### src/rtl/line_capture_ctrl_if.sv
// Line capture bus: single-port line_ram access plus the replay stream.
// master = capture controller, slave = line_ram and stream sink.
interface line_capture_ctrl_if #(
  parameter int ADDR_WIDTH = 11,
  parameter int DATA_WIDTH = 24
);
  logic [ADDR_WIDTH-1:0] ram_addr;
  logic [DATA_WIDTH-1:0] ram_wr_data;
  logic                  ram_wr_en;
  logic [DATA_WIDTH-1:0] ram_rd_data;
  logic [DATA_WIDTH-1:0] out_data;
  logic                  out_valid;
  logic                  out_ready;
  logic                  out_last;

  modport master (
    output ram_addr,
    output ram_wr_data,
    output ram_wr_en,
    input  ram_rd_data,
    output out_data,
    output out_valid,
    input  out_ready,
    output out_last
  );

  modport slave (
    input  ram_addr,
    input  ram_wr_data,
    input  ram_wr_en,
    output ram_rd_data,
    input  out_data,
    input  out_valid,
    output out_ready,
    input  out_last
  );
endinterface

### src/rtl/line_capture_ctrl.sv
// Captures one video row into a single-port line RAM and replays it
// as a valid/ready stream through a 2-entry skid buffer.
module line_capture_ctrl #(
  parameter int ADDR_WIDTH = 11,
  parameter int DATA_WIDTH = 24,
  parameter int ROW_WIDTH  = 11
) (
  input  logic                  clk,
  input  logic                  rst,
  input  logic                  vsync,
  input  logic                  de,
  input  logic [DATA_WIDTH-1:0] pix_data,
  input  logic [ROW_WIDTH-1:0]  cap_row,
  input  logic                  cap_start,
  input  logic                  rd_start,
  output logic                  busy,
  output logic                  line_ok,
  output logic [ADDR_WIDTH:0]   line_len,
  line_capture_ctrl_if.master   bus
);
  localparam int CW = ADDR_WIDTH + 1;
  localparam logic [CW-1:0] ONE = CW'(1);
  localparam logic [CW-1:0] DEPTH = ONE << ADDR_WIDTH;
  localparam logic [ROW_WIDTH-1:0] RONE = ROW_WIDTH'(1);

  typedef enum logic [2:0] {
    S_IDLE,
    S_WAIT_FRAME,
    S_WAIT_ROW,
    S_CAPTURE,
    S_READY,
    S_READOUT
  } state_e;

  state_e state_q, state_d;

  logic                  vsync_q, vsync_p_q;
  logic                  de_q, de_p_q;
  logic [DATA_WIDTH-1:0] pix_q;

  logic [ROW_WIDTH-1:0]  row_q, row_d;
  logic [CW-1:0]         pix_cnt_q, pix_cnt_d;
  logic [CW-1:0]         len_q, len_d;
  logic [CW-1:0]         rd_addr_q, rd_addr_d;
  logic                  pend_q, pend_d;
  logic                  pend_last_q, pend_last_d;
  logic [1:0]            cnt_q, cnt_d;
  logic [DATA_WIDTH-1:0] buf_data_q [2];
  logic [DATA_WIDTH-1:0] buf_data_d [2];
  logic [1:0]            buf_last_q, buf_last_d;

  logic                  vs_rise, de_fall, pop;
  logic [1:0]            occ;
  logic                  wr_en;
  logic [ADDR_WIDTH-1:0] wr_addr;

  always_comb begin
    vs_rise     = vsync_q & ~vsync_p_q;
    de_fall     = ~de_q & de_p_q;
    pop         = (cnt_q != 2'd0) & bus.out_ready;
    occ         = cnt_q + {1'b0, pend_q};
    state_d     = state_q;
    row_d       = row_q;
    pix_cnt_d   = pix_cnt_q;
    len_d       = len_q;
    rd_addr_d   = rd_addr_q;
    pend_d      = 1'b0;
    pend_last_d = 1'b0;
    cnt_d       = cnt_q;
    buf_data_d  = buf_data_q;
    buf_last_d  = buf_last_q;
    wr_en       = 1'b0;
    wr_addr     = '0;

    if (vs_rise) begin
      row_d = '0;
    end else if (de_fall && row_q != '1) begin
      row_d = row_q + RONE;
    end

    unique case (state_q)
      S_IDLE: begin
        if (cap_start) begin
          state_d = S_WAIT_FRAME;
          len_d   = '0;
        end
      end
      S_WAIT_FRAME: begin
        if (vs_rise) state_d = S_WAIT_ROW;
      end
      S_WAIT_ROW: begin
        if (!vs_rise && de_q && row_q == cap_row) begin
          state_d   = S_CAPTURE;
          wr_en     = 1'b1;
          pix_cnt_d = ONE;
        end
      end
      S_CAPTURE: begin
        // a vsync rise mid-line closes the line like a de fall
        if (vs_rise || de_fall) begin
          state_d = S_READY;
          len_d   = pix_cnt_q;
        end else if (de_q && pix_cnt_q != DEPTH) begin
          wr_en     = 1'b1;
          wr_addr   = pix_cnt_q[ADDR_WIDTH-1:0];
          pix_cnt_d = pix_cnt_q + ONE;
        end
      end
      S_READY: begin
        if (cap_start) begin
          state_d = S_WAIT_FRAME;
          len_d   = '0;
        end else if (rd_start && len_q != '0) begin
          // address 0 is already on the bus here, so its read is in flight
          state_d     = S_READOUT;
          rd_addr_d   = ONE;
          pend_d      = 1'b1;
          pend_last_d = (len_q == ONE);
        end
      end
      S_READOUT: begin
        if (rd_addr_q != len_q &&
            (occ < 2'd2 || (occ == 2'd2 && pop))) begin
          rd_addr_d   = rd_addr_q + ONE;
          pend_d      = 1'b1;
          pend_last_d = (rd_addr_q == len_q - ONE);
        end
        if (pop && buf_last_q[0]) state_d = S_READY;
      end
      default: state_d = S_IDLE;
    endcase

    if (pop) begin
      buf_data_d[0] = buf_data_q[1];
      buf_last_d[0] = buf_last_q[1];
      cnt_d         = cnt_q - 2'd1;
    end
    if (pend_q) begin
      if (cnt_d == 2'd0) begin
        buf_data_d[0] = bus.ram_rd_data;
        buf_last_d[0] = pend_last_q;
      end else begin
        buf_data_d[1] = bus.ram_rd_data;
        buf_last_d[1] = pend_last_q;
      end
      cnt_d = cnt_d + 2'd1;
    end
  end

  always_ff @(posedge clk) begin
    if (rst) begin
      state_q     <= S_IDLE;
      vsync_q     <= 1'b0;
      vsync_p_q   <= 1'b0;
      de_q        <= 1'b0;
      de_p_q      <= 1'b0;
      pix_q       <= '0;
      row_q       <= '0;
      pix_cnt_q   <= '0;
      len_q       <= '0;
      rd_addr_q   <= '0;
      pend_q      <= 1'b0;
      pend_last_q <= 1'b0;
      cnt_q       <= '0;
      buf_data_q  <= '{default: '0};
      buf_last_q  <= '0;
    end else begin
      state_q     <= state_d;
      vsync_q     <= vsync;
      vsync_p_q   <= vsync_q;
      de_q        <= de;
      de_p_q      <= de_q;
      pix_q       <= pix_data;
      row_q       <= row_d;
      pix_cnt_q   <= pix_cnt_d;
      len_q       <= len_d;
      rd_addr_q   <= rd_addr_d;
      pend_q      <= pend_d;
      pend_last_q <= pend_last_d;
      cnt_q       <= cnt_d;
      buf_data_q  <= buf_data_d;
      buf_last_q  <= buf_last_d;
    end
  end

  assign busy = (state_q == S_WAIT_FRAME) || (state_q == S_WAIT_ROW) ||
                (state_q == S_CAPTURE) || (state_q == S_READOUT);
  assign line_ok  = (state_q == S_READY) || (state_q == S_READOUT);
  assign line_len = len_q;

  assign bus.ram_wr_en   = wr_en;
  assign bus.ram_wr_data = wr_en ? pix_q : '0;
  assign bus.ram_addr    = (state_q == S_READOUT) ?
                           rd_addr_q[ADDR_WIDTH-1:0] : wr_addr;

  assign bus.out_valid = (cnt_q != 2'd0);
  assign bus.out_data  = bus.out_valid ? buf_data_q[0] : '0;
  assign bus.out_last  = bus.out_valid & buf_last_q[0];
endmodule

### src/flat_wrapper.sv
// flat-port wrapper written by rule: the top's interface ports become plain ports
module line_capture_ctrl_flat 
#(
  parameter int ADDR_WIDTH = 11,
  parameter int DATA_WIDTH = 24,
  parameter int ROW_WIDTH  = 11
)
  (clk, rst, vsync, de, pix_data, cap_row, cap_start, rd_start, busy, line_ok, line_len, bus_ram_addr, bus_ram_wr_data, bus_ram_wr_en, bus_ram_rd_data, bus_out_data, bus_out_valid, bus_out_ready, bus_out_last);
  line_capture_ctrl_if #(.ADDR_WIDTH(ADDR_WIDTH), .DATA_WIDTH(DATA_WIDTH)) bus_i ();
  input  logic clk;
  input  logic rst;
  input  logic vsync;
  input  logic de;
  input  logic [DATA_WIDTH-1:0] pix_data;
  input  logic [ROW_WIDTH-1:0] cap_row;
  input  logic cap_start;
  input  logic rd_start;
  output logic busy;
  output logic line_ok;
  output logic [ADDR_WIDTH:0] line_len;
  output wire logic [$bits(bus_i.ram_addr)-1:0] bus_ram_addr;
  output wire logic [$bits(bus_i.ram_wr_data)-1:0] bus_ram_wr_data;
  output wire logic [$bits(bus_i.ram_wr_en)-1:0] bus_ram_wr_en;
  input wire logic [$bits(bus_i.ram_rd_data)-1:0] bus_ram_rd_data;
  output wire logic [$bits(bus_i.out_data)-1:0] bus_out_data;
  output wire logic [$bits(bus_i.out_valid)-1:0] bus_out_valid;
  input wire logic [$bits(bus_i.out_ready)-1:0] bus_out_ready;
  output wire logic [$bits(bus_i.out_last)-1:0] bus_out_last;
  assign bus_ram_addr = bus_i.ram_addr;
  assign bus_ram_wr_data = bus_i.ram_wr_data;
  assign bus_ram_wr_en = bus_i.ram_wr_en;
  assign bus_i.ram_rd_data = bus_ram_rd_data;
  assign bus_out_data = bus_i.out_data;
  assign bus_out_valid = bus_i.out_valid;
  assign bus_i.out_ready = bus_out_ready;
  assign bus_out_last = bus_i.out_last;
  line_capture_ctrl #(.ADDR_WIDTH(ADDR_WIDTH), .DATA_WIDTH(DATA_WIDTH), .ROW_WIDTH(ROW_WIDTH)) u_core (.clk(clk), .rst(rst), .vsync(vsync), .de(de), .pix_data(pix_data), .cap_row(cap_row), .cap_start(cap_start), .rd_start(rd_start), .busy(busy), .line_ok(line_ok), .line_len(line_len), .bus(bus_i));
endmodule
### config.mk
export PLATFORM = sky130hd
export DESIGN_NAME = line_capture_ctrl_flat
export DESIGN_NICKNAME = d
export VERILOG_FILES = /design/src/rtl/line_capture_ctrl_if.sv /design/src/rtl/line_capture_ctrl.sv /design/src/flat_wrapper.sv
export SDC_FILE = /design/constraint.sdc
export NUM_CORES = 1
export LEC_CHECK = 0
export CAP_MARGIN = 20
export CORE_MARGIN = 8
export CORE_UTILIZATION = 50
export DETAILED_ROUTE_END_ITERATION = 10
export GPL_ROUTABILITY_DRIVEN = 0
export PLACE_DENSITY_LB_ADDON = 0.15
export SKIP_LAST_GASP = 1
export SLEW_MARGIN = 20
export SYNTH_ARGS = -nofsm -noshare
export SYNTH_HDL_FRONTEND = slang
export SYNTH_SLANG_ARGS = --single-unit
### constraint.sdc
create_clock -name clk -period 3.15 [get_ports clk]
set_input_delay 0.7875 -clock clk [delete_from_list [all_inputs] [get_ports clk]]
set_output_delay 0.7875 -clock clk [all_outputs]
set_load 0.02 [all_outputs]
==> results of run 1 <==
==> registers in the layout (all words and copies together), names as in the netlist <==
| name | count |
|---|---|
| u_core.rd_addr_q | 12 |
| u_core.row_q | 11 |
| u_core.pend_q | 1 |
| u_core.de_q | 1 |
| u_core.buf_last_q | 2 |
| u_core.vsync_p_q | 1 |
| u_core.buf_data_q | 48 |
| u_core.cnt_q | 2 |
| u_core.pend_last_q | 1 |
| u_core.vsync_q | 1 |
| u_core.line_len | 12 |
| u_core.state_q | 3 |
| u_core.pix_cnt_q | 12 |
| u_core.pix_q | 24 |
| u_core.de_p_q | 1 |
==> placed cells by master (no fill, tap or decap), types with 8 or more instances in the layout <==
master / netlist / routed
dfxtp_1: 132 / 131
clkdlybuf4s50_1: 0 / 102
nand2_1: 89 / 89
nor2_1: 60 / 60
nor2b_1: 60 / 59
a21oi_1: 59 / 59
buf_4: 0 / 45
xor2_1: 29 / 29
nand3_1: 29 / 29
mux2i_1: 28 / 28
a211oi_1: 26 / 26
clkbuf_16: 0 / 17
xnor2_1: 15 / 15
and2_1: 24 / 13
and2_4: 0 / 11
a22o_1: 11 / 11
o21ai_0: 11 / 11
or4_1: 10 / 10
inv_1: 11 / 9
nand4_1: 9 / 9
nor3_1: 11 / 9
buf_6: 1 / 8
==> worst reg2reg max path: stages, from the launching register on <==
cell      delay [ns]
dfxtp_1         0.51
inv_1           0.08
ha_1            0.30
a41oi_1         0.33
nand3b_1        0.29
o21ai_4         0.20
or4_1           0.54
a21oi_1         0.17
==> metal layers <==
metal  wire length (um)  part of all wire  global-route usage  vias up
met5                  0                 0                   0        -
met4                415             0.023              0.0871        0
met3               1350             0.075              0.0666       38
li1                   -                 -                   -     2886
met2               8710              0.48               0.352      217
met1               7520              0.42               0.269     2869
==> stage by stage <==
step                      total power [uW]  cells  TNS, ns  setup WS [ns]  utilization
after floorplan                       2030    752        0          0.152            -
after global placement                2220   1039   -13.38         -0.543        0.635
after detailed placement              2230   1039   -17.06         -0.709        0.635
after CTS                             4160   1077  -0.0773        -0.0670        0.682
after global routing                  4280   1079   -0.121        -0.0746        0.693
final                                 4140   1079  -0.0145        -0.0145        0.693
==> path summary, 6_finish.rpt <==
path | cells after the start | endpoint | startpoint
worst max register to register | 7 | u_core.rd_addr_q[5]$_SDFFE_PP0P_ | u_core.line_len[0]$_SDFFE_PP0P_
worst max-delay path | 9 | bus_ram_wr_data[10] | cap_row[4]
worst min register to register | 2 | u_core.buf_data_q[6]$_SDFFE_PP0P_ | u_core.buf_data_q[6]$_SDFFE_PP0P_
worst min-delay path | 2 | u_core.buf_data_q[6]$_SDFFE_PP0P_ | u_core.buf_data_q[6]$_SDFFE_PP0P_
==> logic make-up (layout without fill, tap and decap cells) <==
kind of cell / count (synthesis) / in the layout / synth area share
compound gates: 142 / 142 / 0.148
xor+xnor: 44 / 44 / 0.0608
fa+ha+maj: 9 / 9 / 0.0178
buf+inv: 65 / 220 / 0.0416
flops: 132 / 132 / 0.417
mux: 28 / 28 / 0.0442
simple gates: 332 / 332 / 0.270
==> final cells by class <==
type / count / area (um^2)
Timing Repair inverter: 3 / 22.5
Inverter: 12 / 47.5
Clock buffer: 24 / 512
Multi-Input combinational cell: 555 / 3550
Timing Repair Buffer: 174 / 1620
Sequential cell: 132 / 2640
Tap cell: 172 / 215
Clock inverter: 7 / 71.3
Fill cell: 1035 / 3840
==> where the power goes <==
part | switching (uW) | leakage (uW) | internal, uW
clock network | 719 | 0.000280 | 1210
logic | 280 | 0.00212 | 210
registers | 18.0 | 0.00107 | 1700
total | 1020 | 0.00347 | 3120
==> timing repair <==
item	CTS	global route
setup endpoints to repair	59	31
gates resized for setup	130	50
pin swaps	11	18
setup buffers	4	2
cloned	3	0
hold endpoints to repair	0	0
==> results_dict.tcl, run 1 <==
set metrics [dict create \
    cp_num_buf_inv 4 \
    syn-num-nets 827 \
    synth_top_cell_by_area "dfxtp_1" \
    cts_sinks 132 \
    crit_path_top_delay_cell "a31oi_4" \
    p_leak_uw 0.00347 \
    worstMarginPinSlew_ns 0.634 \
    final_cell_area_um2 8680 \
    initial_core_util 0.506 \
    skew_ns 0.00651 \
    hold_buffers 0 \
    rsz0062_at_grt "yes" \
    required_ns 2.36 \
    grt_pass1_vias 5943 \
    path_class "in2out" \
    maxCapViolCount 0 \
    cts_buffer_depth 2 \
    synth_most_common_cell "dfxtp_1" \
    ir_worst_vdd_mv 0.420 \
    post-route-period-util 1.00 \
    synthDistinctLibCells 57 \
    routed_wl_mm 18.0 \
    synthToLayoutAreaGrowth_pct 36.9 \
    antenna_found_initial 0 \
    die_y_um 129 \
    synth.cell_area_um2 6340 \
    firstDrtPassIters 5 \
    first_iter_violations 471 \
    violations "negative setup slack" \
    cts_tree "yes" \
    hold_violations 0 \
    setup_ws_ns -0.0145 \
    r2r_setup_slack_ns 0.65 \
    fin_crit_ns 3.16 \
    placed_area_um2 7950 \
    fmax_mhz 316 \
    power_density_nw_per_um2 477 \
    ys.warnings.count 0 \
    ioPinCount 142 \
    cp_max_fo 6 \
    placementRows 41 \
    synthArstFlopShare 0 \
    hp-class "reg2reg" \
    grt_first_pass_wirelength_mm 29.1 \
    synth_edf_count 0 \
    ys_seq_area_frac 0.417 \
    critical_path_arrival_ns 2.38 \
    clk_latency_ns 0.42 \
    drc_errors 0 \
    grt_max_degree 55 \
    wl_per_cell_um 16.7 \
    path_cells "dlygate4sd2_1 -> xnor2_1 -> nand3_1 -> nor3_4 -> a31oi_4 -> clkinvlp_4 -> buf_6 -> and2_4 -> buf_6" \
    clk_pin_slew_worst_paths_ns 0.05 \
    dp_hpwl_mm 12.6 \
    avgSynthCellArea_um2 8.43 \
    synth_top_area_frac 0.417 \
    syn_inst 752 \
    die_width_um 129 \
    ys_ff_latch 132 \
    crit_path_end_kind "output port" \
    detail-route-antenna-nets 0 \
    synthTopCellsByArea "dfxtp_1 42%, nor2b_1 5.9%, nand2_1 5.3%" \
    cts_max_level 4 \
    slowest_delay_ns 0.31 \
    antennaDiodeCount 0 \
    die_area_um2 16500 \
    timing.slew.headroom 0.574 \
    finalMaxSlewViolations 0 \
    cpLargestDelayFamily "buffers and inverters" \
    critPathLaunchType "input port" \
    grt_usage 0.219 \
    setup_viol 1 \
    layout-drive-gt1-share 0.143 \
    nets 970 \
    synth_common_cells "132 x dfxtp_1, 89 x nand2_1, 60 x nor2_1, 60 x nor2b_1, 59 x a21oi_1" \
    core_um2 12500 \
    status "finished with violations" \
    cts_buffers 17 \
    portBuffers 141 \
    vias 6010 \
    synthFlopType "dfxtp_1" \
    cts_root_buffer "clkbuf_16" \
    hold_slack_ns 0.452 \
    gr-total-overflow 0 \
    routed_via_density 5.57 \
    path_common_cell "buf_6" \
]
(Power assumes the default switching activity.)
==> run 2, diff against run 1 <==
- HOLD_SLACK_MARGIN: default -> 0.15
- SLEW_MARGIN: 20 -> 10
==> results of run 2 <==
The final DEF is identical to that of run 1; final timing and power are the same.
==> run 3, diff against run 2 <==
- clock period: 3.15 -> 3.2 ns (I/O delays scaled with it)
==> results_dict.tcl, run 3 (same netlist as run 1, synthesis figures left out) <==
set metrics [dict create \
    path_class "reg2out" \
    dp.cells 1037 \
    gr-total-overflow 0 \
    clk_latency_ns 0.42 \
    first_iter_violations 441 \
    detail-route-antenna-nets 0 \
    vias 5921 \
    die_width_um 129 \
    firstDrtPassIters 5 \
    cts_root_buffer "clkbuf_16" \
    placed_area_um2 7940 \
    timing.slew.headroom 0.580 \
    setup_viol 0 \
    cts_buffer_depth 2 \
    top_regs "u_core.buf_data_q (48), u_core.pix_q (24)" \
    routed_wl_mm 18.1 \
    ioPinCount 142 \
    portBuffers 141 \
    dp_hpwl_mm 12.6 \
    hold_slack_ns 0.454 \
    cts_sinks 132 \
    ir_worst_vdd_mv 0.363 \
    hold_violations 0 \
    drt-met1-wl_mm 7.53 \
    layout_common_cells "130 x dfxtp_1, 102 x clkdlybuf4s50_1, 89 x nand2_1" \
    cts_tree "yes" \
    critical_path_arrival_ns 2.39 \
    placementRows 41 \
    antenna_found_initial 0 \
    wl_per_cell_um 16.9 \
    initial_core_util 0.506 \
    largest_reg_flops 48 \
    cts_max_level 4 \
    grt_first_pass_wirelength_mm 28.7 \
    wl_met2_mm 8.82 \
    dr_wl_met3_mm 1.46 \
    required_ns 2.40 \
    rsz0062_at_grt "yes" \
    worstMarginPinSlew_ns 0.624 \
    antennaDiodeCount 0 \
    die_area_um2 16500 \
    cts_buffers 17 \
    crit_path_end_kind "output port" \
    power_uw 4230 \
    critPathLaunchType "flip-flop" \
    layout-drive-gt1-share 0.142 \
    final_cell_area_um2 8680 \
    clk_pin_slew_worst_paths_ns 0.06 \
    fin_crit_ns 3.19 \
    top_layer_used "met4" \
    hold_buffers 0 \
    grt_usage 0.217 \
    largest-register "u_core.buf_data_q" \
    final_common_cell "dfxtp_1" \
    p_leak_uw 0.00344 \
    power_density_nw_per_um2 488 \
    finalMaxSlewViolations 0 \
    fmax_mhz 314 \
    grt_pass1_vias 5844 \
    die_y_um 129 \
    core_um2 12500 \
    post-route-period-util 0.996 \
    grt_max_degree 58 \
    synthToLayoutAreaGrowth_pct 36.9 \
    hp-class "reg2reg" \
    maxCapViolCount 0 \
    cp_max_fo 7 \
    nets 965 \
    routed_via_density 5.51 \
    stdcell_count 1075 \
    skew_ns 0.0129 \
    status "complete, no violations" \
    drc_errors 0 \
]
run 3: cell types whose count changed in the layout (fill, tap and decap cells not counted), sizes merged:
cell	before	now
clkinv	3	6
dlymetal6s2s	2	0
clkdlybuf4s15	4	7
dlygate4sd2	6	7
buf	58	53
clkbuf	26	19
bufinv	1	4
clkinvlp	6	5
inv	12	13
run 3: layer usage:
metal	GRT usage	vias to the layer above
li1	-	2870
met1	0.255	2792
met2	0.363	232
met3	0.0736	27
met4	0.0746	0
met5	0	-
run 3: metrics by stage:
step	utilization	setup TNS, ns	worst slack (ns)
4_1_cts	0.683	0	0.0109
6_report	0.693	0	0.0143
3_3_place_gp	0.634	-12.75	-0.518
3_5_place_dp	0.634	-15.52	-0.651
2_1_floorplan	-	0	0.177
5_1_grt	0.693	-0.788	-0.0709
run 3: report_power, final:
group / total (uW) / switching (uW) / internal (uW)
logic: 486 / 281 / 205
registers: 1690 / 16.8 / 1680
clock network: 2050 / 732 / 1320
total: 4230 / 1030 / 3200
run 3: path summary, 6_finish.rpt:
check / from / to / slack (ns) / cells past startpoint
hold / removal: u_core.buf_data_q[5]$_SDFFE_PP0P_ / u_core.buf_data_q[5]$_SDFFE_PP0P_ / 0.45 / 2
hold reg to reg: u_core.buf_data_q[5]$_SDFFE_PP0P_ / u_core.buf_data_q[5]$_SDFFE_PP0P_ / 0.45 / 2
setup reg to reg: u_core.cnt_q[0]$_SDFF_PP0_ / u_core.buf_data_q[11]$_SDFFE_PP0P_ / 0.48 / 10
setup / recovery: u_core.pix_cnt_q[0]$_SDFFE_PP0P_ / bus_ram_wr_data[0] / 0.01 / 8
run 3: area by class of cell:
| class | instances | area [um^2] |
|---|---|---|
| timing repair buffer | 169 | 1550 |
| tap | 172 | 215 |
| sequential | 132 | 2650 |
| fill | 1028 | 3840 |
| inverter | 12 | 47.5 |
| timing repair inverter | 3 | 22.5 |
| clock inverter | 13 | 181 |
| multi-input combinational | 555 | 3580 |
| clock buffer | 19 | 443 |
run 3: repair_timing:
item / in CTS / in global routing
setup buffers: 2 / 1
hold endpoints to repair: 0 / 0
endpoints found under the setup margin: 58 / 24
pin swaps: 17 / 25
gates resized for setup: 133 / 41
cloned: 3 / 0
run 3: worst max-delay path, cell delays in order (launching register included):
cell        delay, ns
dfxtp_2          0.32
inv_2            0.07
ha_4             0.12
nor4b_4          0.25
a31oi_4          0.17
a31oi_4          0.40
clkinvlp_4       0.29
and2_4           0.22
buf_6            0.12
